**config.mk**
```make
export PLATFORM = sky130hd
export DESIGN_NAME = l1_cache_ctrl
export DESIGN_NICKNAME = d
export VERILOG_FILES = /design/src/rtl/l1_cache_pkg.sv /design/src/rtl/l1_sat_counter.sv /design/src/rtl/l1_cache_ctrl.sv
export SDC_FILE = /design/constraint.sdc
export NUM_CORES = 1
export LEC_CHECK = 0
export BUFFER_PORTS_ARGS = -buffer_cell sky130_fd_sc_hd__buf_2
export CELL_PAD_IN_SITES_DETAIL_PLACEMENT = 0
export CELL_PAD_IN_SITES_GLOBAL_PLACEMENT = 2
export CORE_ASPECT_RATIO = 1.75
export CORE_MARGIN = 4
export CORE_UTILIZATION = 28
export DETAILED_ROUTE_END_ITERATION = 10
export PLACE_DENSITY_LB_ADDON = 0.1
export SETUP_SLACK_MARGIN = 0.3
export SYNTH_ARGS = -nofsm -noshare
export SYNTH_HDL_FRONTEND = slang
export SYNTH_SLANG_ARGS = --single-unit
```
**constraint.sdc**
```tcl
create_clock -name clk -period 6.62 [get_ports clk]
set_input_delay 0.993 -clock clk [delete_from_list [all_inputs] [get_ports clk]]
set_output_delay 0.993 -clock clk [all_outputs]
set_load 0.01 [all_outputs]
```
**src/rtl/l1_cache_pkg.sv**
```systemverilog
// Shared types and address-field helpers for the direct-mapped L1 cache controller.
// Field widths describe the default 32-bit / 512-set / 32-byte-line geometry.
package l1_cache_pkg;

    localparam int unsigned ADDR_W   = 32;
    localparam int unsigned INDEX_W  = 9;
    localparam int unsigned OFFSET_W = 5;
    localparam int unsigned TAG_W    = ADDR_W - INDEX_W - OFFSET_W;

    typedef enum logic [2:0] {
        S_IDLE    = 3'd0,
        S_LOOKUP  = 3'd1,
        S_WB_REQ  = 3'd2,
        S_WB_WAIT = 3'd3,
        S_RF_REQ  = 3'd4,
        S_RF_WAIT = 3'd5,
        S_FILL    = 3'd6
    } state_e;

    function automatic logic [TAG_W-1:0] addr_tag(input logic [ADDR_W-1:0] a);
        return a[ADDR_W-1 -: TAG_W];
    endfunction

    function automatic logic [INDEX_W-1:0] addr_index(input logic [ADDR_W-1:0] a);
        return a[OFFSET_W +: INDEX_W];
    endfunction

    function automatic logic [OFFSET_W-1:0] addr_offset(input logic [ADDR_W-1:0] a);
        return a[OFFSET_W-1:0];
    endfunction

endpackage

```
**src/rtl/l1_sat_counter.sv**
```systemverilog
// Event counter that sticks at all-ones instead of wrapping; clr has priority over inc.
module l1_sat_counter
    import l1_cache_pkg::*;
#(
    parameter int WIDTH = 32
) (
    input  logic             clk,
    input  logic             rst_n,
    input  logic             inc,
    input  logic             clr,
    output logic [WIDTH-1:0] count
);

    logic [WIDTH-1:0] count_q;
    logic [WIDTH-1:0] count_d;

    always_comb begin
        count_d = count_q;
        if (clr) begin
            count_d = '0;
        end else if (inc && (count_q != {WIDTH{1'b1}})) begin
            count_d = count_q + {{(WIDTH-1){1'b0}}, 1'b1};
        end
    end

    always_ff @(posedge clk or negedge rst_n) begin
        if (!rst_n) begin
            count_q <= '0;
        end else begin
            count_q <= count_d;
        end
    end

    assign count = count_q;

endmodule

```
**src/rtl/l1_cache_ctrl.sv**
```systemverilog
// Direct-mapped L1 controller: drives tag-array port A, resolves hit/miss on the
// registered tag read, and sequences dirty writeback plus refill over the memory port.
module l1_cache_ctrl
    import l1_cache_pkg::*;
#(
    parameter int ADDR_WIDTH  = 32,
    parameter int TAG_BITS    = 18,
    parameter int INDEX_WIDTH = 9,
    parameter int OFFSET_BITS = 5
) (
    input  logic                   clk,
    input  logic                   rst_n,
    input  logic                   cpu_req_valid,
    output logic                   cpu_req_ready,
    input  logic                   cpu_req_we,
    input  logic [ADDR_WIDTH-1:0]  cpu_req_addr,
    output logic                   cpu_resp_valid,
    output logic                   cpu_resp_hit,
    output logic [INDEX_WIDTH-1:0] tag_addr,
    output logic                   tag_we,
    output logic [TAG_BITS-1:0]    tag_wdata,
    output logic                   tag_valid_w,
    output logic                   tag_dirty_w,
    input  logic [TAG_BITS-1:0]    tag_q,
    input  logic                   tag_valid_q,
    input  logic                   tag_dirty_q,
    output logic                   mem_req_valid,
    input  logic                   mem_req_ready,
    output logic                   mem_req_we,
    output logic [ADDR_WIDTH-1:0]  mem_req_addr,
    input  logic                   mem_resp_valid,
    output logic                   data_fill_we,
    output logic [31:0]            miss_count,
    output logic [31:0]            wb_count
);

    state_e                  state_q, state_d;
    logic [ADDR_WIDTH-1:0]   req_addr_q, req_addr_d;
    logic                    req_we_q, req_we_d;
    logic [TAG_BITS-1:0]     victim_tag_q, victim_tag_d;

    logic [TAG_BITS-1:0]     req_tag;
    logic [INDEX_WIDTH-1:0]  req_idx;
    logic [INDEX_WIDTH-1:0]  cpu_idx;
    logic                    lookup_hit;
    logic                    miss_inc;
    logic                    wb_inc;

    assign req_tag    = req_addr_q[ADDR_WIDTH-1 -: TAG_BITS];
    assign req_idx    = req_addr_q[OFFSET_BITS +: INDEX_WIDTH];
    assign cpu_idx    = cpu_req_addr[OFFSET_BITS +: INDEX_WIDTH];
    assign lookup_hit = tag_valid_q && (tag_q == req_tag);

    // Outputs are decoded from the registered state, so an async reset forces them low at once.
    always_comb begin
        state_d        = state_q;
        req_addr_d     = req_addr_q;
        req_we_d       = req_we_q;
        victim_tag_d   = victim_tag_q;
        cpu_req_ready  = 1'b0;
        cpu_resp_valid = 1'b0;
        cpu_resp_hit   = 1'b0;
        tag_addr       = req_idx;
        tag_we         = 1'b0;
        tag_wdata      = '0;
        tag_valid_w    = 1'b0;
        tag_dirty_w    = 1'b0;
        mem_req_valid  = 1'b0;
        mem_req_we     = 1'b0;
        mem_req_addr   = '0;
        data_fill_we   = 1'b0;
        miss_inc       = 1'b0;
        wb_inc         = 1'b0;

        unique case (state_q)
            S_IDLE: begin
                cpu_req_ready = rst_n;
                tag_addr      = rst_n ? cpu_idx : '0;
                if (cpu_req_valid) begin
                    req_addr_d = cpu_req_addr;
                    req_we_d   = cpu_req_we;
                    state_d    = S_LOOKUP;
                end
            end
            S_LOOKUP: begin
                if (lookup_hit) begin
                    cpu_resp_valid = 1'b1;
                    cpu_resp_hit   = 1'b1;
                    if (req_we_q) begin
                        tag_we      = 1'b1;
                        tag_wdata   = req_tag;
                        tag_valid_w = 1'b1;
                        tag_dirty_w = 1'b1;
                    end
                    state_d = S_IDLE;
                end else begin
                    miss_inc = 1'b1;
                    if (tag_valid_q && tag_dirty_q) begin
                        victim_tag_d = tag_q;
                        state_d      = S_WB_REQ;
                    end else begin
                        state_d = S_RF_REQ;
                    end
                end
            end
            S_WB_REQ: begin
                mem_req_valid = 1'b1;
                mem_req_we    = 1'b1;
                mem_req_addr  = {victim_tag_q, req_idx, {OFFSET_BITS{1'b0}}};
                if (mem_req_ready) begin
                    wb_inc  = 1'b1;
                    state_d = S_WB_WAIT;
                end
            end
            S_WB_WAIT: begin
                if (mem_resp_valid) begin
                    state_d = S_RF_REQ;
                end
            end
            S_RF_REQ: begin
                mem_req_valid = 1'b1;
                mem_req_addr  = {req_tag, req_idx, {OFFSET_BITS{1'b0}}};
                if (mem_req_ready) begin
                    state_d = S_RF_WAIT;
                end
            end
            S_RF_WAIT: begin
                if (mem_resp_valid) begin
                    state_d = S_FILL;
                end
            end
            S_FILL: begin
                tag_we         = 1'b1;
                tag_wdata      = req_tag;
                tag_valid_w    = 1'b1;
                tag_dirty_w    = req_we_q;
                data_fill_we   = 1'b1;
                cpu_resp_valid = 1'b1;
                state_d        = S_IDLE;
            end
            default: begin
                state_d = S_IDLE;
            end
        endcase
    end

    always_ff @(posedge clk or negedge rst_n) begin
        if (!rst_n) begin
            state_q <= S_IDLE;
        end else begin
            state_q <= state_d;
        end
    end

    // Request and victim fields are only consumed after IDLE reloads them, so they carry no reset.
    always_ff @(posedge clk) begin
        req_addr_q   <= req_addr_d;
        req_we_q     <= req_we_d;
        victim_tag_q <= victim_tag_d;
    end

    l1_sat_counter #(.WIDTH(32)) u_miss_cnt (
        .clk   (clk),
        .rst_n (rst_n),
        .inc   (miss_inc),
        .clr   (1'b0),
        .count (miss_count)
    );

    l1_sat_counter #(.WIDTH(32)) u_wb_cnt (
        .clk   (clk),
        .rst_n (rst_n),
        .inc   (wb_inc),
        .clr   (1'b0),
        .count (wb_count)
    );

endmodule
```
Word-level counts from Yosys, hierarchy flattened
Index checks and enable logic that the tools add are counted.

operators by class
  muxes and demuxes = 29
  add/sub/neg operators = 2
  equal/unequal tests = 14
  bitwise operators = 1
  reductions and logical operators = 9

operators with widths
  kind                     count
  $add A32 B1 Y32 const B  2
  $ne A32 B32 Y1 const B   2
  $pmux W32 S2             1
  $mux W18                 2
  $pmux W18 S2             1
  $mux W3                  7
  $eq A18 B18 Y1           1
  $mux W9                  2
  $pmux W3 S6              1
  $mux W1                  12
  $ne A2 B2 Y1 const B     5
  $eq A3 B3 Y1 const B     3
  $eq A3 B2 Y1 const B     2
  $pmux W1 S2              3
  $reduce_and A5 Y1        1
  $logic_and A1 B1 Y1      4
  $eq A3 B1 Y1 const B     1
  $logic_not A3 Y1         1
  $reduce_and A3 Y1        1
  $reduce_and A2 Y1        1
  $reduce_or A2 Y1         1
  $not A1 Y1               1

word-level totals
  logic and storage cells = 61
  output and inout bits = 132
  bits in registers = 118

Depth between registers and ports, before layout
  depth after elaboration = 5
  depth in mapped cells = 9
  depth with buffers taken out = 7

Cells and area by module
Synthesis repeated with hierarchy kept, for this count alone.

unflattened totals
  cell total of the unflattened synthesis = 642
  area total of the unflattened synthesis = 6470.0 µm²

by module, submodules not included
  module          area an instance (µm²)  cells an instance  sequential area each (µm²)  instances
  l1_sat_counter  1854.3                  198                800.8                       2
  l1_cache_ctrl   2761.4                  246                1456.4                      1

Worst setup path before layout
Ideal clock, no wire load.

  path kind = input -> output
  start = in tag_q[0]
  end = out tag_wdata[14]
  data arrival time = 2.627 ns
  path slack = 3.000 ns
  data required time = 5.627 ns
  path buffers = 1
  stages on the path = 7
  cell sequence = xor2_1 or4b_1 nor4_1 nand2_1 o21ai_2 buf_2 and2_1

between the ends
  cells in the longest elaborated chain, start to end = 4

RTL lines
  element              RTL line             RTL
  start: declaration   l1_cache_ctrl.sv:24  input logic [TAG_BITS-1:0] tag_q,
  $eq A18 B18 Y1       l1_cache_ctrl.sv:52  assign lookup_hit = tag_valid_q && (tag_q == req_tag);
  $logic_and A1 B1 Y1  l1_cache_ctrl.sv:52
  $mux W18             l1_cache_ctrl.sv:86  if (lookup_hit) begin
  $pmux W18 S2         l1_cache_ctrl.sv:75  unique case (state_q)
  end: declaration     l1_cache_ctrl.sv:21  output logic [TAG_BITS-1:0] tag_wdata,

No other way between the ends.

Worst setup path after layout
  start = in tag_q[2]
  end = out tag_wdata[14]

The elaborated chain is that of the path after synthesis.

==> run metrics <==
status complete, no violations; GR Util met3 0.0331; maxcap violations 0; DRT Wirelength 15.8 mm; gate count of the mapped netlist 470; CP arrival 3.41 ns; RR Endpoint victim_tag_q[13]; R2R depth 5; grt total ovfl 0; vias in the first global route 4563; FFs w/ async S/R, synth 0.593; largest area contributor in the netlist dfrtp_1; Inst Count DP 881; peak supply drop 125 uV; Setup crit end kind primary output; sequential-to-total area share from yosys stat 0.566; critical path fanouts, max 20; IO Port Bufs 179; RD Place Congestion 0.744; Leak Pwr 0.00334 uW; DIE HEIGHT 192 um; clock tree from TritonCTS built; Ant. Diodes 0; Final Cell Area 7150 um^2; Final HPWL DP 11.9 mm; first-pass GRT wire length 25.1 mm; clk_skew 0.0102 ns; top post-synthesis cells by area dfrtp_1 31%, edfxtp_1 26%, xnor2_1 9.1%, xor2_1 4.2%, nand3_1 3.4%; fin crit share 0.665; overall routing resource usage 0.148; Synth Area per Inst 11.5 um^2; FF-to-FF Start req_addr_q[19]; die width 113 um; Post-Syn Area 5400 um^2; worst hold path class input port to async pin; residual DRC count 0; YS warnings 0; full die area 21700 um^2; CP endpoint tag_wdata[14]; Placed Area 6580 um^2; layout cell share with drive strength beyond 1 0.327; type of origin of the critical path input port; Synth cell types 43; actual slew at the worst max-slew pin 0.936 ns; num rows 67; Top-Level Pins 190; most frequent cells in the layout 178 x buf_2, 67 x dfrtp_1, 56 x xnor2_1; Slew Viols, Final 0; post-synth top area share 0.310; clk_lat worst skew 0.41 ns; post-CTS setup buffer count 0; Synth Register Bits 113; Detail Route Antenna Nets 0; TritonCTS Buffers 17; area of the core 19000 um^2; Crit Path Category input port to primary output; Area growth, synth to finish 32.5%; clk buf depth 2; initial drt markers 121; drt wl/cell 17.3 um; grt met2 use 0.268; Root Buffer clkbuf_16; Top FF cell, synth dfrtp_1; pwr/cell area 333 nW/um^2; Post-CTS Hold Fix Bufs 0; FMAX 227 MHz; Post-synth EDFFs 46; post-layout min period 4.40 ns; most common cell after layout, fill and taps aside buf_2; first-pass iteration count of the detailed router 5; initial antenna violation count 0; R2R Setup Slk 3.89 ns; RSZ-0062 raised after global routing no; GR Layer Usage met1 0.170; vias per inst 4.67; worst setup path start tag_q[2]; Setup-failing EPs final 0; # H-tree levels 4; global route hottest layer met2; required time worst endpoint 5.63 ns; Hold Fails Final Rpt 0; Post-Layout Cell Count 913; slew margin rel. 0.375; setup_tns 0 ns; Starting Density 0.284; Clock transition at path regs 0.05 ns; # fillers 1957; Layout Nets 719; CTS Sinks 113; cts repair resizes 0; total vias in the final route 4265; largest net degree at the start of global routing 64
[cell families (layout without fill, tap and decap cells)]
family / after synthesis / after routing / share of synthesized area
AOI/OAI and AO/OA: 30 / 30 / 0.0461
xor gates and xnor gates: 82 / 82 / 0.133
adders and majority gates: 2 / 2 / 0.00463
buffers and inverters: 26 / 224 / 0.0234
DFF: 113 / 113 / 0.566
muxes: 2 / 2 / 0.00417
other: 1 / 5 / 0.000694
and+or+nand+nor: 214 / 214 / 0.222
[per-stage QoR]
stage | worst slack, ns | util | power, uW | hold slack (ns)
6_report | 2.22 | 0.376 | 2380 | 0.431
5_1_grt | 1.99 | 0.376 | 2530 | 0.414
4_1_cts | 2.11 | 0.376 | 2430 | 0.407
3_5_place_dp | 2.13 | 0.346 | 1510 | 0.470
3_3_place_gp | 2.11 | 0.346 | 1500 | 0.474
2_1_floorplan | 3.00 | - | 1220 | 0.515
[cells in the mapped netlist, types with 2 or more instances]
library cell  number
dfrtp_1           67
xnor2_1           56
edfxtp_1          46
nand2_1           45
nand3_1           37
and2_1            27
xor2_1            26
nand4_1           23
a22o_1            18
and3_1            16
nor3_1            13
nor2b_1           12
nor2_1            11
and4_1            10
clkbuf_1          10
buf_4              7
inv_1              6
or3_1              6
nor4_1             4
a21oi_1            2
buf_2              2
ha_1               2
mux2_1             2
nor3b_1            2
nor4b_1            2
[sequential cells by signal (all words and copies together), names as in the netlist]
register / count
victim_tag_q: 18
req_addr_q: 27
state_q: 3
u_wb_cnt.count: 32
req_we_q: 1
u_miss_cnt.count: 32
[how the worst min path moves through the flow]
stage                      start                 to  depth (start not counted)
2_1_floorplan  u_wb_cnt.count[9]  u_wb_cnt.count[9]                          1
3_3_place_gp   u_wb_cnt.count[9]  u_wb_cnt.count[9]                          1
3_5_place_dp   u_wb_cnt.count[9]  u_wb_cnt.count[9]                          1
4_1_cts                    rst_n  u_wb_cnt.count[5]                          1
5_1_grt                    rst_n  u_wb_cnt.count[7]                          1
6_report                   rst_n  u_wb_cnt.count[5]                          1
[worst max-delay path, stage by stage]
cell and delay (ns):
buf_2 0.11, xnor2_1 0.30, or4b_1 0.47, nor4_1 0.38
nand2_1 0.20, o21ai_2 0.58, and2_1 0.23, buf_2 0.13
[layer usage]
metal,share of wire,vias up
met1,0.40,2079
li1,-,2052
met5,0,-
met4,0.013,0
met3,0.049,11
met2,0.53,123
[power by group]
| group | total, uW | switching, uW | internal, uW |
|---|---|---|---|
| Combinational | 604 | 358 | 246 |
| Sequential | 870 | 69.3 | 801 |
| Clock | 905 | 322 | 584 |
[final cells by class]
cell class,instances,area [um^2],share of cell area
flip-flops and latches,113,3060,0.427
clock inverters,13,144,0.0201
well taps,241,302,0.0421
repair buffers,185,943,0.132
clock buffers,19,433,0.0605
inverters,7,26.3,0.00367
multi-input cells,335,2250,0.314
(Power assumes the default switching activity.)
